### config.mk
export PLATFORM = sky130hd
export DESIGN_NAME = leaky_integrate_fire
export DESIGN_NICKNAME = d
export VERILOG_FILES = /design/src/rtl/leaky_integrate_fire.sv
export SDC_FILE = /design/constraint.sdc
export NUM_CORES = 1
export LEC_CHECK = 0
export ABC_AREA = 1
export BUFFER_PORTS_ARGS = -buffer_cell sky130_fd_sc_hd__clkbuf_2
export CELL_PAD_IN_SITES_DETAIL_PLACEMENT = 1
export CELL_PAD_IN_SITES_GLOBAL_PLACEMENT = 1
export CORE_MARGIN = 2
export CORE_UTILIZATION = 42
export CTS_CLUSTER_DIAMETER = 50
export DETAILED_ROUTE_END_ITERATION = 6
export GPL_ROUTABILITY_DRIVEN = 0
export PLACE_DENSITY = 0.94
export RECOVER_POWER = 25
export SYNTH_ARGS = -nofsm -noshare
export SYNTH_HDL_FRONTEND = slang
export SYNTH_SLANG_ARGS = --single-unit
export TNS_END_PERCENT = 5
### constraint.sdc
create_clock -name clk -period 27.8 [get_ports clk]
set_input_delay 1.39 -clock clk [delete_from_list [all_inputs] [get_ports clk]]
set_output_delay 1.39 -clock clk [all_outputs]
set_load 0.05 [all_outputs]
### src/rtl/leaky_integrate_fire.sv
// +----------------------------------------------------------------------------+
// | leaky_integrate_fire : 8-synapse leaky integrate-and-fire neuron update    |
// | Rev 1.0                                                                    |
// +----------------------------------------------------------------------------+
`default_nettype none

module leaky_integrate_fire #(
  parameter int N_IN   = 8,
  parameter int W      = 8,
  parameter int TREF_W = 4
) (
  input  logic                clk,
  input  logic                reset_n,
  input  logic [N_IN-1:0]     spike_in,
  input  logic [N_IN*W-1:0]   weight,
  input  logic [W-1:0]        memb_potential_in,
  input  logic [W-1:0]        threshold,
  input  logic [W-1:0]        leak_value,
  input  logic [TREF_W-1:0]   tref,
  output logic [W-1:0]        memb_potential_out,
  output logic                spike_out
);

  // Wide enough for the input potential plus every weight at full scale.
  localparam int SUM_W = W + $clog2(N_IN) + 2;
  localparam logic [SUM_W-1:0] C_POT_MAX = {{(SUM_W-W){1'b0}}, {W{1'b1}}};

  logic [SUM_W-1:0]  syn_sum;
  logic [SUM_W-1:0]  pot_sum;
  logic [SUM_W-1:0]  leak_ext;
  logic [SUM_W-1:0]  pot_diff;
  logic [W-1:0]      pot_clamped;

  logic [W-1:0]      memb_d, memb_q;
  logic              spike_d, spike_q;
  logic [TREF_W-1:0] cnt_d, cnt_q;

  always_comb begin
    syn_sum = '0;
    for (int i = 0; i < N_IN; i++) begin
      if (spike_in[i]) begin
        syn_sum = syn_sum + {{(SUM_W-W){1'b0}}, weight[W*i +: W]};
      end
    end
  end

  // Subtract the leak only when it cannot go negative, so no wrap is possible.
  always_comb begin
    pot_sum  = {{(SUM_W-W){1'b0}}, memb_potential_in} + syn_sum;
    leak_ext = {{(SUM_W-W){1'b0}}, leak_value};
    pot_diff = pot_sum - leak_ext;
    if (pot_sum <= leak_ext) begin
      pot_clamped = '0;
    end else if (pot_diff > C_POT_MAX) begin
      pot_clamped = {W{1'b1}};
    end else begin
      pot_clamped = pot_diff[W-1:0];
    end
  end

  always_comb begin
    memb_d  = '0;
    spike_d = 1'b0;
    cnt_d   = cnt_q;
    if (cnt_q != '0) begin
      cnt_d = cnt_q - 1'b1;
    end else if (pot_clamped >= threshold) begin
      spike_d = 1'b1;
      cnt_d   = tref;
    end else begin
      memb_d  = pot_clamped;
    end
  end

  always_ff @(posedge clk) begin
    if (!reset_n) begin
      memb_q  <= '0;
      spike_q <= 1'b0;
      cnt_q   <= '0;
    end else begin
      memb_q  <= memb_d;
      spike_q <= spike_d;
      cnt_q   <= cnt_d;
    end
  end

  assign memb_potential_out = memb_q;
  assign spike_out          = spike_q;

endmodule

`default_nettype wire

After elaboration in Yosys (flattened, before gate mapping)
Cells that the tools add are included.
{"block": "word_totals", "regBits": 13, "out_inout_bits": 9, "elab_cells": 34}
{"block": "op_classes", "order_cmp": 3, "n_reduce_logical": 4, "n_mux": 13, "bitwise_logic": 1, "add_sub_neg": 10}
{"op": "adder 13 x 8 -> 13 bit", "count": 7}
{"op": "two-way mux 13 bit", "count": 7}
{"op": "two-way mux 8 bit", "count": 3}
{"op": "adder 8 x 13 -> 13 bit", "count": 1}
{"op": "> comparator 13 x 8 -> 1 bit (second input constant)", "count": 1}
{"op": "<= comparator 13 x 8 -> 1 bit", "count": 1}
{"op": "subtractor 13 x 8 -> 13 bit", "count": 1}
{"op": ">= comparator 8 bit", "count": 1}
{"op": "two-way mux 4 bit", "count": 2}
{"op": "nonzero test 4 bit", "count": 1}
{"op": "subtractor 4 x 1 -> 4 bit (second input constant)", "count": 1}
{"op": "OR reduction 3 bit", "count": 1}
{"op": "nonzero test 2 bit", "count": 1}
{"op": "OR reduction 2 bit", "count": 1}
{"op": "two-way mux 1 bit", "count": 1}
{"op": "NOT 1 bit", "count": 1}

Depth between registers and ports, before layout
Gate-level depths: netlist (run 1).
{"block": "logic_depth", "depth_word": 23, "depth_mapped": 70, "ltp_nobuf": 69}

Worst setup path after synthesis (run 1)
OpenSTA, ideal clock, no wires.
{"block": "synth_timing", "kind": "input -> register", "start": "input port spike_in[0]", "end": "register memb_q[0], in the netlist memb_potential_out[0]", "path_slack_ns": 16.445, "stages": 54, "arrival_time_ns": 11.290, "required_ns": 27.734, "cell_sequence": "clkbuf_1 > nand2_1 > inv_1 > ha_1 > fa_1 > nand2_1 > o21ai_0 > fa_1 > nand2_1 > nand2_1 > fa_1 > inv_1 > o21ai_0 > inv_1 > fa_1 > o21ai_0 > fa_1 > nand2_1 > [18 not listed] > inv_1 > nand2_2 > nand3_1 > nor2_4 > nand4_1 > nand2_2 > ha_1 > o21a_1 > o21a_1 > o21a_1 > o21a_1 > o21a_1 > o21a_1 > o21ai_0 > nand2_1 > nor2_1 > nand2_1 > nor2_1"}
{"block": "synth_via", "elab_chain_len": 22, "word_cells_on_any_way": 23, "cone_classes": "9 x add/sub; 3 x order compare; 10 x mux; 1 x reduce/logical"}
{"element": "start: declaration", "line_no": "14", "rtl": "input logic [N_IN-1:0] spike_in,"}
{"element": "two-way mux 8 bit (*)", "line_no": "41", "rtl": "if (spike_in[i]) begin"}
{"element": "adder 13 x 8 -> 13 bit", "line_no": "42", "rtl": "syn_sum = syn_sum + {{(SUM_W-W){1'b0}}, weight[W*i +: W]};"}
{"element": "two-way mux 13 bit (*)", "line_no": "41"}
{"element": "adder 13 x 8 -> 13 bit", "line_no": "42"}
{"element": "two-way mux 13 bit (*)", "line_no": "41"}
{"element": "adder 13 x 8 -> 13 bit", "line_no": "42"}
{"element": "two-way mux 13 bit (*)", "line_no": "41"}
{"element": "adder 13 x 8 -> 13 bit", "line_no": "42"}
{"element": "[6 not listed]"}
{"element": "two-way mux 13 bit (*)", "line_no": "41"}
{"element": "adder 8 x 13 -> 13 bit (*)", "line_no": "49", "rtl": "pot_sum = {{(SUM_W-W){1'b0}}, memb_potential_in} + syn_sum;"}
{"element": "subtractor 13 x 8 -> 13 bit", "line_no": "51", "rtl": "pot_diff = pot_sum - leak_ext;"}
{"element": "> comparator 13 x 8 -> 1 bit", "line_no": "54", "rtl": "end else if (pot_diff > C_POT_MAX) begin"}
{"element": "two-way mux 8 bit", "line_no": "54"}
{"element": "two-way mux 8 bit (*)", "line_no": "52", "rtl": "if (pot_sum <= leak_ext) begin"}
{"element": ">= comparator 8 bit", "line_no": "67", "rtl": "end else if (pot_clamped >= threshold) begin"}
{"element": "OR reduction 3 bit (no line)"}
{"element": "end signal: assignment", "line_no": "81", "rtl": "memb_q <= memb_d;"}
{"element": "end: declaration", "line_no": "34", "rtl": "logic [W-1:0] memb_d, memb_q;"}
Mark *: on every way between the ends. The rest lies on a longest branch, timed or not.
A chain may end at the register's enable or synchronous reset.

Worst setup path after layout (run 1)
{"block": "layout_timing", "start": "input port spike_in[0]", "end": "register memb_q[4], in the netlist memb_potential_out[4]"}
Same word-level chain as after synthesis.

==> results of run 1 <==
## stage by stage
| step | hold slack [ns] | area, um^2 |
|---|---|---|
| floorplan | 0.445 | 5150 |
| global placement | 0.473 | 5840 |
| detailed placement | 0.474 | 5840 |
| CTS | 0.481 | 5920 |
| global route | 0.504 | 5910 |
| finish | 0.482 | 5910 |
## synth_stat cells, types with 2 or more instances
cell / number / area [um^2]
and2_1: 3 / 18.8
nand4_1: 13 / 81.3
nand3b_1: 4 / 30.0
a21oi_1: 62 / 310
clkbuf_1: 5 / 18.8
inv_1: 127 / 477
nand3_1: 40 / 200
or2_2: 2 / 12.5
dfxtp_1: 13 / 260
a21oi_2: 3 / 26.3
nor2_2: 6 / 37.5
o21ai_0: 56 / 280
nor2_1: 43 / 161
xnor2_1: 19 / 166
xor2_1: 25 / 219
nor3_1: 3 / 15.0
a21o_1: 2 / 15.0
ha_1: 82 / 1030
a31oi_1: 9 / 56.3
nand2_4: 13 / 146
fa_1: 9 / 180
buf_1: 3 / 11.3
inv_2: 8 / 30.0
nand2_2: 29 / 181
nor2_4: 5 / 56.3
o21bai_1: 6 / 45.0
o21a_1: 6 / 45.0
nand2_1: 200 / 751
nand3_2: 16 / 160
## sequential cells by signal, summed over array words and instances (netlist names)
signal / count
memb_potential_out: 8
cnt_q: 4
spike_out: 1
## cell usage in the layout (no fill, tap or decap), types with 4 or more instances in the layout
cell type and n:
nand2_2 29, o21a_1 6, xor2_1 25, fa_1 9
nand3_1 40, o21bai_1 6, o21ai_0 56, nor2_1 43
nand3_2 16, inv_2 8, dfxtp_1 13, nand2_1 200
ha_1 82, nand4_1 13, clkbuf_1 6, inv_1 127
xnor2_1 19, clkbuf_2 105, nor2_4 5, nand2_4 13
a21oi_1 62, a31oi_1 9, nor2_2 6, nand3b_1 4
## cell type report
class / count / area, um^2 / area share (%)
Inverter: 135 / 507 / 8.57
Multi-Input combinational cell: 668 / 4340 / 73.4
Timing Repair Buffer: 110 / 544 / 9.21
Tap cell: 147 / 184 / 3.11
Sequential cell: 13 / 260 / 4.40
Clock buffer: 4 / 78.8 / 1.33
## worst register-to-register path: stages (launching register included)
cell and delay [ns]:
dfxtp_1 0.33, inv_1 0.07, ha_1 0.13, inv_1 0.05
nor2_1 0.08, inv_1 0.06, nor2_1 0.28, inv_1 0.17
nor2_1 0.28, nand2_1 0.26, nor2_1 0.18
## logic make-up after synthesis
logic type | count (synthesis) | synth area share [%]
xor+xnor | 44 | 7.48
flops | 13 | 5.05
compound gates | 152 | 16.5
simple gates | 381 | 36.8
buf+inv | 144 | 10.7
fa+ha+maj | 91 | 23.4
## worst max-delay path by stage
stage	startpoint	to	slack, ns
2_1_floorplan	spike_in[0]	memb_potential_out[0]	16.44
3_3_place_gp	spike_in[0]	memb_potential_out[2]	15.01
3_5_place_dp	spike_in[0]	memb_potential_out[4]	14.45
4_1_cts	spike_in[0]	memb_potential_out[4]	14.68
5_1_grt	spike_in[0]	memb_potential_out[2]	13.72
6_report	spike_in[0]	memb_potential_out[4]	14.72
## power groups by stage
| stage | Sequential, mW | Clock (mW) | Combinational [mW] |
|---|---|---|---|
| floorplan | 0.0318 | 0 | 0.509 |
| global placement | 0.0262 | 0 | 0.617 |
| detailed placement | 0.0263 | 0 | 0.653 |
| CTS | 0.0261 | 0.0278 | 0.668 |
| global route | 0.0265 | 0.0289 | 0.761 |
| finish | 0.0261 | 0.0274 | 0.667 |
## metal layers
| layer | up-vias | track usage [%] | part of all wire [%] |
|---|---|---|---|
| li1 | 2908 | - | - |
| met1 | 2625 | 28.8 | 46 |
| met5 | - | 0 | 0 |
| met3 | 23 | 1.91 | 3.1 |
| met4 | 0 | 4.58 | 1.8 |
| met2 | 115 | 43.6 | 49 |
==> summary.txt, run 1 <==
Routing
  • Antenna-violating nets left: 0
  • Vias per inst: between 5 and 6
  • Routed WL per cell: 14.1 um
  • Drt total wl: 15100 um
  • Pre-antenna DRT Iters: 4
  • # DRC: 0
  • Vias: 5671
  • DRT iter0 DRCs: ~220

STA
  • Fmax: 76.5 MHz
  • Period utilization: 47.0%
  • RSZ-0062 raised after global routing: false
  • Layout Skew: around 0.0053 ns
  • Slew @ Worst Pin: 0.725 ns
  • Final hold vios: 0
  • Setup WS post-layout: roughly 15 ns
  • Fin crit period: between 10 and 15 ns
  • Max-slew violation count: 0
  • # setup viols final: 0
  • Slew HR: 51.0%
  • Setup_tns: 0 ns

Pwr
  • Reg power frac: 3.6%
  • Gate power share: between 90% and 100%
  • Pwr Density: between 100 and 150 nW/um^2
  • Clk pwr share: around 3.8%
  • Psw: 0.426 mW
  • Switching part of the total: 59.2%
  • Internal: 0.294 mW
  • Max VDD drop: about 0.061 mV
  • Overall Power: 0.721 mW
  • Lkg Pwr: 3.40 nW

Clock network
  • Post-CTS Resized: 0
  • Clock insertion delay at the later pin of the skew report: 0.25 ns
  • # Post-CTS Setup Buffers: 0
  • Clk sinks: 13
  • CTS Buf Count: 3
  • Max Root-Sink Buffers: 2
  • CTS Hold Bufs: 0
  • CTS tree: done
  • Clock root cell: clkbuf_16
  • Clock-pin slew on the worst setup and hold paths: 0.05 ns
  • H-tree levels: 1

Run
  • Max-Cap Viols: 0

Floorplan
  • Die W: 115 um
  • Die Ht: about 110 um
  • Top-Level Pins: 111
  • Full die area: roughly 13000 um^2
  • Core Region: 12000 um^2
  • Starting Density: 42.9%
  • Num rows: 40

Final layout
  • Fillers: 1712
  • Area Overhead vs Synth: 14.8%
  • Antenna cells: 0
  • Share of layout cells above drive strength 1: 21.0%
  • Final core utilization: roughly half
  • Fin nets: between 1000 and 1500
  • Final non-filler cell total: roughly 1100

Logic synthesis
  • FF+latch count, synth: 13
  • Synth unique cells: 42
  • Syn Area/Cell: 6.24 um^2
  • Number of synthesized flops with an enable pin: 0
  • Ys Warns: 0
  • Gate Count Post-Synth: about 830
  • Post-Syn Area: 5150 um^2
  • Syn nets: a little over 1000
  • Asr flop ratio synth: 0%
  • Sequential area share after synthesis: 5.05%
  • Ys flop type: dfxtp_1

Placement
  • Pre-CTS setup slack: 14.45 ns
  • Final HPWL DP: 13300 um
  • Cell total after placement: approximately 1100
  • IO Port Bufs: 110

Global route
  • Congestion Overflow GR: 0
  • Number of global-route vias before repair: 5873
  • First-pass GRT wire length: 25700 um
  • GRT Total Usage: 23.1%
  • Initial antenna violation count: 0
  • Largest net degree at the start of global routing: 20

Min path
  • Hold crit path type: flip-flop to flip-flop
  • Hold Startpoint: cnt_q[1]
  • Hold EP: cnt_q[1]
  • Worst Hold Depth: 2

Worst setup path
  • WS Path Type: input port to flip-flop
  • CP Max Fanout: 8
  • Critical Path End Type: flip-flop
  • Crit. path cell count: 59
  • Largest stage delay, worst path: 0.52 ns
  • Delay-heaviest family, CP: compound AO/OA/AOI/OAI gates
  • R2R Setup Slk: 25.86 ns
  • Crit start category: input port
  • Slowest CP cell: fa_1
  • Buf+Inv Stages, Crit Path: 7
  • Reg2Reg Launch Point: cnt_q[0]
  • Critical Path RT: 27.97 ns
  • Reg2Reg Depth: 10
  • RR Endpoint: memb_potential_out[4]
  • Worst path arrival time: 13.25 ns

Run status
  • Status: complete, no violations
No activity file was read; power rests on OpenSTA's default activity.
==> run 2: changes to the inputs <==
--- a/config.mk
+++ b/config.mk
@@ -10,11 +10,11 @@
 export CELL_PAD_IN_SITES_DETAIL_PLACEMENT = 1
 export CELL_PAD_IN_SITES_GLOBAL_PLACEMENT = 1
 export CORE_MARGIN = 2
-export CORE_UTILIZATION = 42
+export CORE_UTILIZATION = 39
 export CTS_CLUSTER_DIAMETER = 50
 export DETAILED_ROUTE_END_ITERATION = 6
 export GPL_ROUTABILITY_DRIVEN = 0
-export PLACE_DENSITY = 0.94
+export PLACE_DENSITY = 0.89
 export RECOVER_POWER = 25
 export SYNTH_ARGS = -nofsm -noshare
 export SYNTH_HDL_FRONTEND = slang
==> constraint.sdc (replaced) <==
create_clock -name clk -period 13.15 [get_ports clk]
set_input_delay 0.6575 -clock clk [delete_from_list [all_inputs] [get_ports clk]]
set_output_delay 0.6575 -clock clk [all_outputs]
set_load 0.05 [all_outputs]
==> run 2 against run 1 <==
Effect of this change: design area grew 0.53%; largest power group unchanged; largest cell class unchanged; hold slack gained 0.023 ns; non-clock buffer count is the same; core utilization shrank 2.7 points; critical path depth grew 1.
==> summary.txt, run 2 (same netlist as run 1, synthesis figures left out) <==
Run status
  • Status: complete, no violations

Routing
  • Pre-antenna DRT Iters: 4 (unchanged)
  • # DRC: 0 (unchanged)
  • Vias per inst: 5.04 (-4.3%)
  • Routed WL per cell: 13.1 um (-6.8%)
  • Drt total wl: 14400 um (-4.6%)
  • DRT iter0 DRCs: 188 (-13%)
  • Antenna-violating nets left: 0 (unchanged)
  • Vias: 5553 (-2.1%)

Pwr
  • Overall Power: 1.50 mW (+110%)
  • Psw: 0.881 mW (+110%)
  • Switching part of the total: 58.7% (-0.49 points)
  • Max VDD drop: 0.110 mV (+79%)
  • Internal: 0.621 mW (+110%)
  • Reg power frac: 3.7% (about the same)
  • Gate power share: 92.5% (about the same)
  • Pwr Density: 253 nW/um^2 (+110%)
  • Clk pwr share: 3.8% (about the same)
  • Lkg Pwr: 3.40 nW (about the same)

Floorplan
  • Die W: 119 um (+3.6%)
  • Core Region: 12800 um^2 (+6.3%)
  • Die Ht: 119 um (+3.6%)
  • Full die area: 14100 um^2 (+7.4%)
  • Top-Level Pins: 111 (unchanged)
  • Starting Density: 40.3% (-2.6 points)
  • Num rows: 41 (+2.5%)

Global route
  • Largest net degree at the start of global routing: 20 (unchanged)
  • Number of global-route vias before repair: 5748 (-2.1%)
  • GRT Total Usage: 20.3% (-2.9 points)
  • Congestion Overflow GR: 0 (unchanged)
  • First-pass GRT wire length: 24700 um (-3.7%)
  • Initial antenna violation count: 0 (unchanged)

Run
  • Max-Cap Viols: 0 (unchanged)

Placement
  • Final HPWL DP: 12800 um (-3.7%)
  • Cell total after placement: 1098 (+2.3%)
  • IO Port Bufs: 110 (unchanged)
  • Pre-CTS setup slack: 0.870 ns (-13.58 ns)

STA
  • Fin crit period: 12.18 ns
  • Setup WS post-layout: 0.974 ns (-13.75 ns)
  • Slew @ Worst Pin: 0.662 ns (-0.0632 ns)
  • Slew HR: 55.3% (+4.3 points)
  • Fmax: 82.1 MHz
  • RSZ-0062 raised after global routing: false
  • Final hold vios: 0 (unchanged)
  • Layout Skew: 0.000912 ns (-0.00441 ns)
  • Max-slew violation count: 0 (unchanged)
  • Setup_tns: 0 ns (unchanged)
  • Final hold slack: 0.505 ns (+0.0235 ns)
  • # setup viols final: 0 (unchanged)
  • Period utilization: 92.6%

Min path
  • Hold EP: cnt_q[1]
  • Hold Startpoint: cnt_q[1]
  • Hold crit path type: flip-flop to flip-flop
  • Worst Hold Depth: 2 (unchanged)

Clock network
  • Clock insertion delay at the later pin of the skew report: 0.24 ns (about the same)
  • Clock root cell: clkbuf_16
  • Max Root-Sink Buffers: 2 (unchanged)
  • CTS Hold Bufs: 0 (unchanged)
  • CTS tree: done
  • CTS Buf Count: 3 (unchanged)
  • H-tree levels: 1 (unchanged)
  • Clock-pin slew on the worst setup and hold paths: 0.04 ns (about the same)
  • Clk sinks: 13 (unchanged)

Final layout
  • Share of layout cells above drive strength 1: 21.0% (unchanged)
  • Final non-filler cell total: 1102 (+2.3%)
  • Antenna cells: 0 (unchanged)
  • Max reg flops: 8 (unchanged)
  • Commonest non-fill, non-tap cell in the layout: nand2_1
  • Commonest cells after routing, fill and taps aside: nand2_1 (200), inv_1 (127), clkbuf_2 (105)
  • Area Overhead vs Synth: 15.4%
  • Fin nets: 1124 (unchanged)

Worst setup path
  • CP Max Fanout: 8 (unchanged)
  • Critical Path End Type: flip-flop
  • RR Endpoint: memb_potential_out[2]
  • Crit start category: input port
  • Worst path arrival time: 12.35 ns (-0.90 ns)
  • Largest stage delay, worst path: 0.51 ns (about the same)
  • Crit. path cell count: 60 (+1.7%)
  • Slowest CP cell: fa_1
  • WS Path Type: input port to flip-flop
  • Reg2Reg Launch Point: cnt_q[0]
  • Critical Path RT: 13.32 ns (-14.65 ns)
  • R2R Setup Slk: 11.20 ns (-14.66 ns)
  • Delay-heaviest family, CP: compound AO/OA/AOI/OAI gates
  • Reg2Reg Depth: 10 (unchanged)
  • Buf+Inv Stages, Crit Path: 6 (-1)
[run 2: cell counts in the layout (fill, tap and decap cells not counted)]
Identical to the previous run, type by type.
[run 2: final cells by class]
| class | instances | area, um^2 |
|---|---|---|
| Fill cell | 1828 | 6830 |
| Timing Repair Buffer | 110 | 544 |
| Tap cell | 172 | 215 |
| Sequential cell | 13 | 260 |
| Clock buffer | 4 | 78.8 |
| Inverter | 135 | 507 |
| Multi-Input combinational cell | 668 | 4340 |
[run 2: timing repair]
action,in CTS,in global routing
endpoints found under the setup margin,0,9
buffers inserted,0,0
resized for setup,0,3
endpoints found under the hold margin,0,0
[run 2: worst max-delay path by stage]
stage | endpoint | startpoint | slack, ns
finish | memb_potential_out[2] | spike_in[0] | 0.97
global route | memb_potential_out[2] | spike_in[0] | 0.03
CTS | memb_potential_out[2] | spike_in[0] | 0.96
detailed placement | memb_potential_out[2] | spike_in[0] | 0.87
global placement | memb_potential_out[2] | spike_in[0] | 1.16
floorplan | memb_potential_out[0] | spike_in[0] | 2.53
[run 2: per-layer routing]
layer	track usage, %	wire length [um]
met5	0	0
met4	1.71	96
met3	1.72	437
met2	38.3	7110
met1	25.8	6800
[run 2: metrics by stage]
stage | cell area (um^2) | utilization (%)
5_1_grt | 5940 | 46.5
2_1_floorplan | 5150 | -
4_1_cts | 5950 | 46.6
6_report | 5940 | 46.5
3_5_place_dp | 5870 | 46.0
3_3_place_gp | 5870 | 46.0
[run 2: tightest hold or removal path: stages (launching register included)]
cell	delay [ns]
dfxtp_1	0.31
inv_1	0.08
a21oi_1	0.07
[run 2: power groups by stage]
stage          registers [mW]  clock network [mW]  logic [mW]
2_1_floorplan          0.0673                   0        1.08
3_3_place_gp           0.0558                   0        1.30
3_5_place_dp           0.0559                   0        1.37
4_1_cts                0.0553              0.0576        1.39
5_1_grt                0.0561              0.0591        1.58
6_report               0.0552              0.0568        1.39
